==> src/rtl/txt_pkg.sv <==
// txt_pkg: shared constants and types for the text-mode renderer
package txt_pkg;
  localparam int GLYPH_W = 8;
  localparam int ASCII_LSB = 0;
  localparam int ASCII_MSB = 7;
  localparam int FG_LSB = 8;
  localparam int BG_LSB = 12;
  localparam int LAT = 5;
  typedef logic [3:0] colour_t;
endpackage

==> src/rtl/txt_delay_line.sv <==
// txt_delay_line: W-bit wide, D-deep shift register with async clear
module txt_delay_line #(
  parameter int W = 1,
  parameter int D = 1
) (
  input  logic         clk,
  input  logic         clr,
  input  logic [W-1:0] d,
  output logic [W-1:0] q
);
  logic [W-1:0] sr [D];
  always_ff @(posedge clk or posedge clr)
    if (clr) sr <= '{default: '0};
    else begin
      sr[0] <= d;
      for (int i = 1; i < D; i++) sr[i] <= sr[i-1];
    end
  assign q = sr[D-1];
endmodule

==> src/rtl/text_render_gen.sv <==
// text_render_gen: text-mode pixel renderer with fixed 5-clock latency
// Optional blinking underline cursor enabled by TXT_CURSOR_EN
module text_render_gen import txt_pkg::*; #(
  parameter int      COLS   = 40,
  parameter int      ROWS   = 30,
  parameter int      CHAR_H = 16,
  parameter int      PIX_W  = 10,
  parameter int      ADDR_W = 12,
  parameter colour_t BORDER = 4'h0
`ifdef TXT_CURSOR_EN
  , parameter int    BLINK_LOG2 = 5
`endif
) (
  input  logic                          clk,
  input  logic                          clr,
`ifdef TXT_CURSOR_EN
  input  logic [6:0]                    cur_col,
  input  logic [5:0]                    cur_row,
`endif
  input  logic [PIX_W-1:0]              pix_x,
  input  logic [PIX_W-1:0]              pix_y,
  input  logic                          pix_de,
  input  logic                          hs_in,
  input  logic                          vs_in,
  output logic [ADDR_W-1:0]             disp_addr,
  output logic                          disp_en,
  input  logic [15:0]                   disp_dat,
  output logic [8+$clog2(CHAR_H)-1:0]   font_addr,
  output logic                          font_en,
  input  logic [7:0]                    font_dat,
  output colour_t                       pix_col,
  output logic                          hs_out,
  output logic                          vs_out,
  output logic                          de_out
);
  localparam int GYW = $clog2(CHAR_H);
  localparam int GXW = $clog2(GLYPH_W);
  localparam int SBW = GXW + GYW + 5;
  localparam int AW = 2*PIX_W + 8;
  logic [PIX_W-1:0] col, row;
  logic [AW-1:0] lin;
  logic in_grid, hit, vis, cur_on;
  logic [SBW-1:0] sb0, sb2, sb4;
  logic [7:0] attr4;
  logic [GYW-1:0] gy2, gy4;
  logic [GXW-1:0] gx4;
  logic ig2, ig4, de4, hs4, vs4, hit4;
  assign col = pix_x >> GXW;
  assign row = pix_y >> GYW;
  assign in_grid = pix_de && 32'(col) < COLS && 32'(row) < ROWS;
  assign lin = AW'(row) * AW'(COLS) + AW'(col);
`ifdef TXT_CURSOR_EN
  logic [BLINK_LOG2-1:0] frame;
  logic vs_q;
  assign hit = 32'(col) == 32'(cur_col) && 32'(row) == 32'(cur_row);
  assign vis = !frame[BLINK_LOG2-1];
  always_ff @(posedge clk or posedge clr)
    if (clr) begin
      frame <= '0;
      vs_q <= 1'b0;
    end else begin
      vs_q <= vs_in;
      frame <= frame + BLINK_LOG2'(vs_in && !vs_q);
    end
`else
  assign hit = 1'b0;
  assign vis = 1'b0;
`endif
  // sideband travels alongside the two memory reads: tap at stage 2 for the font fetch, stage 4 for colour
  assign sb0 = {hit, vs_in, hs_in, pix_de, in_grid, pix_y[GYW-1:0], pix_x[GXW-1:0]};
  txt_delay_line #(.W(SBW), .D(2)) u_dl_a (.clk(clk), .clr(clr), .d(sb0), .q(sb2));
  txt_delay_line #(.W(SBW), .D(LAT-3)) u_dl_b (.clk(clk), .clr(clr), .d(sb2), .q(sb4));
  txt_delay_line #(.W(8), .D(LAT-3)) u_dl_c (.clk(clk), .clr(clr), .d(disp_dat[BG_LSB+3:FG_LSB]), .q(attr4));
  assign gy2 = sb2[GXW +: GYW];
  assign ig2 = sb2[GXW+GYW];
  assign {hit4, vs4, hs4, de4, ig4, gy4, gx4} = sb4;
  assign cur_on = vis && hit4 && 32'(gy4) >= CHAR_H-2;
  always_ff @(posedge clk or posedge clr)
    if (clr) begin
      disp_addr <= '0;
      disp_en <= 1'b0;
      font_addr <= '0;
      font_en <= 1'b0;
      pix_col <= '0;
      hs_out <= 1'b0;
      vs_out <= 1'b0;
      de_out <= 1'b0;
    end else begin
      disp_en <= in_grid;
      if (in_grid) disp_addr <= lin[ADDR_W-1:0];
      font_en <= ig2;
      if (ig2) font_addr <= {disp_dat[ASCII_MSB:ASCII_LSB], gy2};
      pix_col <= !de4 ? '0 : !ig4 ? BORDER : (cur_on || font_dat[3'd7 - gx4]) ? attr4[3:0] : attr4[7:4];
      hs_out <= hs4;
      vs_out <= vs4;
      de_out <= de4;
    end
endmodule
==> config.mk <==
export PLATFORM = sky130hd
export DESIGN_NAME = text_render_gen
export DESIGN_NICKNAME = d
export VERILOG_FILES = /design/src/rtl/txt_pkg.sv /design/src/rtl/txt_delay_line.sv /design/src/rtl/text_render_gen.sv
export SDC_FILE = /design/constraint.sdc
export NUM_CORES = 1
export LEC_CHECK = 0
export CAP_MARGIN = 0
export CORE_ASPECT_RATIO = 0.6
export CORE_MARGIN = 10
export CORE_UTILIZATION = 47
export DETAILED_ROUTE_END_ITERATION = 12
export GPL_TIMING_DRIVEN = 1
export PLACE_DENSITY = 0.81
export SLEW_MARGIN = 20
export SYNTH_ARGS = -nofsm -noshare
export SYNTH_HDL_FRONTEND = slang
export SYNTH_SLANG_ARGS = --single-unit
==> constraint.sdc <==
create_clock -name clk -period 3.16 [get_ports clk]
set_input_delay 0.316 -clock clk [delete_from_list [all_inputs] [get_ports clk]]
set_output_delay 0.316 -clock clk [all_outputs]
set_load 0.05 [all_outputs]
==> results.sh <==
export IMPL_dpl_hpwl_um=4270
export IMPL_core_area_mm2=0.00606
export IMPL_yosysTopAreaCell="dfrtp_1"
export IMPL_fillers=443
export IMPL_ir_drop_uv=319
export IMPL_synth_cell_types=25
export IMPL_syn_area_mm2=0.00290
export IMPL_vias_per_cell=4.54
export IMPL_syn_nets=255
export IMPL_min_period_ns=2.48
export IMPL_power_mw=2.74
export IMPL_area_growth_pct=39.5
export IMPL_grt_start_max_net_pins=84
export IMPL_nets=346
export IMPL_cp_startpoint="pix_y[5]"
export IMPL_drv_cap=0
export IMPL_wl_per_cell_um=15.3
export IMPL_cts_resized=0
export IMPL_ys_seq_area_frac=0.717
export IMPL_htreeDepth=3
export IMPL_clockBufferDepth=2
export IMPL_first_pass_iters=4
export IMPL_setup_viol=0
export IMPL_yosysWarnings=0
export IMPL_synth_top_area_share=0.717
export IMPL_r2r_end="pix_col[1]"
export IMPL_intPower_mw=1.86
export IMPL_timing_final_crit_share=0.785
export IMPL_grtUsageTotal=0.123
export IMPL_cts_hold_fix_buffers=0
export IMPL_worstSetupStartpointType="primary input"
export IMPL_timing_fmax_mhz=403
export IMPL_drc=0
export IMPL_die_area_mm2=0.00980
export IMPL_power_switching_uw=883
export IMPL_p_comb_frac=0.271
export IMPL_initial_core_util=0.478
export IMPL_yosys_register_bits=83
export IMPL_layout_commonest_cell="dfrtp_1"
export IMPL_antennaDiodeCount=0
export IMPL_skew_ns=0.00535
export IMPL_worstSetupPathType="primary input to flop"
export IMPL_final_cell_mix="dfrtp_1, clkdlybuf4s50_1, nand2_1, mux2_2, ha_1"
export IMPL_grt_pass1_wl_um=9080
export IMPL_drtAntennaViolNets=0
export IMPL_insertion_delay_ns=0.35
export IMPL_post_cts_buffers=0
export IMPL_p_leak_nw=1.82
export IMPL_outcome="completed"
export IMPL_end_kind="flop"
export IMPL_seqPwrFrac=0.447
export IMPL_r2r_worst_path_cells=4
export IMPL_swShare=0.322
export IMPL_crit_path_end="disp_addr[10]"
export IMPL_antenna_found_initial=0
export IMPL_critPathMaxFanout=4
export IMPL_die_w_um=121
export IMPL_final_max_slew_viol_count=0
export IMPL_min_path_type="flop to flop"
export IMPL_wl_um=5680
export IMPL_finalSetupTns_ns=0
export IMPL_clkTransAtPathRegs_ns=0.09
export IMPL_avgSynthCellArea_um2=15.1
export IMPL_yosys_top_cells_area="dfrtp_1, ha_1, mux2_2, nand2_1, mux4_1"
export IMPL_numCtsBuffers=9
export IMPL_clock_root_buffer="clkbuf_8"
export IMPL_path_cells="clkdlybuf4s50_1 > ha_1 > ha_1 > inv_1 > fa_1 > xnor2_1 > nand2b_1 > nor4_1 > xnor2_1 > o21ai_0"
export IMPL_die_y_um=80.8
export IMPL_cp_data_arrival_time_ns=2.72
export IMPL_ff_latch_area_mm2=0.00208
export IMPL_pwr_share_clk=0.282
export IMPL_clock_sinks=83
export IMPL_worstPathRequired_ns=3.40
export IMPL_portBuffers=81
export IMPL_grt_pass1_vias=1790
export IMPL_rows=22
export IMPL_p_per_area_mw_per_mm2=679
export IMPL_slew_headroom=0.624
export IMPL_r2r_start="u_dl_b.q[0]"
export IMPL_place_congestion=0.811
export IMPL_whs_ns=0.347
export IMPL_syn_inst=192
export IMPL_vias=1690
export IMPL_regToRegSetupSlack_ns=1.46
export IMPL_ioPinCount=82
export IMPL_first_iter_violations=73
export IMPL_drive_gt1_frac=0.111
export IMPL_grt_remaining_overflow=0
export IMPL_cts_tree="done"
export IMPL_hold_violations=0
export IMPL_multiInputGateArea_um2=781
export IMPL_tightest_slew_ns=0.564
export IMPL_critical_path_slowest_cell="clkdlybuf4s50_1"
export IMPL_rsz0062_at_grt="false"
export IMPL_slowest_delay_ns=0.52
[per-layer routing]
metal,up-vias,GRT usage,part of all wire
met5,-,0,0
met4,0,0.0355,0.0097
met3,8,0.0762,0.098
met2,56,0.186,0.45
met1,801,0.143,0.45
li1,825,-,-
[layout make-up]
class / count / area share
sequential: 83 / 0.514
timing repair buffer: 83 / 0.208
multi-input combinational: 99 / 0.193
clock buffer: 10 / 0.0341
tap: 84 / 0.0260
clock inverter: 6 / 0.0177
inverter: 7 / 0.00682
[state kept, by name, indices dropped and copies added (netlist names)]
name	flops
pix_col	4
de_out	1
vs_out	1
u_dl_c.q	8
u_dl_a.sr	11
u_dl_b.sr	7
hs_out	1
u_dl_c.sr	8
disp_addr	12
u_dl_b.q	7
font_addr	12
u_dl_a.q	11
[critical path, delay by kind of cell]
family                   cells  cell delay (ns)
adder cells (fa/ha/maj)      3             0.90
buffers and inverters        2             0.58
AND/OR/NAND/NOR              2             0.46
XOR/XNOR                     2             0.40
AO/OA/AOI/OAI                1             0.08
[worst min path at each step]
| stage | startpoint | end | cells after the start |
|---|---|---|---|
| 2_1_floorplan | u_dl_b.q[9] | hs_out | 0 |
| 3_3_place_gp | u_dl_a.q[9] | u_dl_b.sr[21] | 0 |
| 3_5_place_dp | u_dl_a.sr[18] | u_dl_a.q[6] | 0 |
| 4_1_cts | u_dl_a.sr[18] | u_dl_a.q[6] | 0 |
| 5_1_grt | u_dl_a.sr[18] | u_dl_a.q[6] | 0 |
| 6_report | u_dl_a.sr[18] | u_dl_a.q[6] | 0 |
[cell families (layout without fill, tap and decap cells)]
kind of cell | Yosys count | count (layout) | share of synthesized area
AO/OA/AOI/OAI | 19 | 19 | 0.0372
XOR/XNOR | 8 | 8 | 0.0242
adder cells (fa/ha/maj) | 14 | 14 | 0.0657
buffers and inverters | 10 | 106 | 0.0130
flip-flops | 83 | 83 | 0.717
multiplexers | 19 | 19 | 0.0864
AND/OR/NAND/NOR | 39 | 39 | 0.0562
[metrics by stage]
stage	utilization	std cells	area, µm²	worst slack (ns)
final	0.667	372	4040	0.679
after global routing	0.667	372	4040	0.529
after CTS	0.667	372	4040	0.694
after detailed placement	0.632	356	3830	0.312
after global placement	0.632	356	3830	0.415
after floorplan	-	192	2900	0.707
[power by group through the flow]
stage / Combinational [mW] / Clock, mW / Sequential (mW)
2_1_floorplan: 0.176 / 0 / 1.53
3_3_place_gp: 0.744 / 0 / 1.24
3_5_place_dp: 0.751 / 0 / 1.25
4_1_cts: 0.754 / 0.809 / 1.23
5_1_grt: 0.789 / 0.853 / 1.24
6_report: 0.742 / 0.773 / 1.23
[cell usage after synthesis (all sizes together)]
library cell and n:
mux2i 5, nor2 10, mux2 12, nor4 1
xor2 2, xnor2 6, fa 2, nand3 1
and3 1, o21ai 7, clkbuf 2, o21a 1
nand4 2, a31oi 1, nand2b 2, ha 12
a211o 1, inv 7, a21oi 7, buf 1
dfrtp 83, a21o 2, mux4 2, nand2 22
Note: power is estimated with default switching activity, not from simulation.
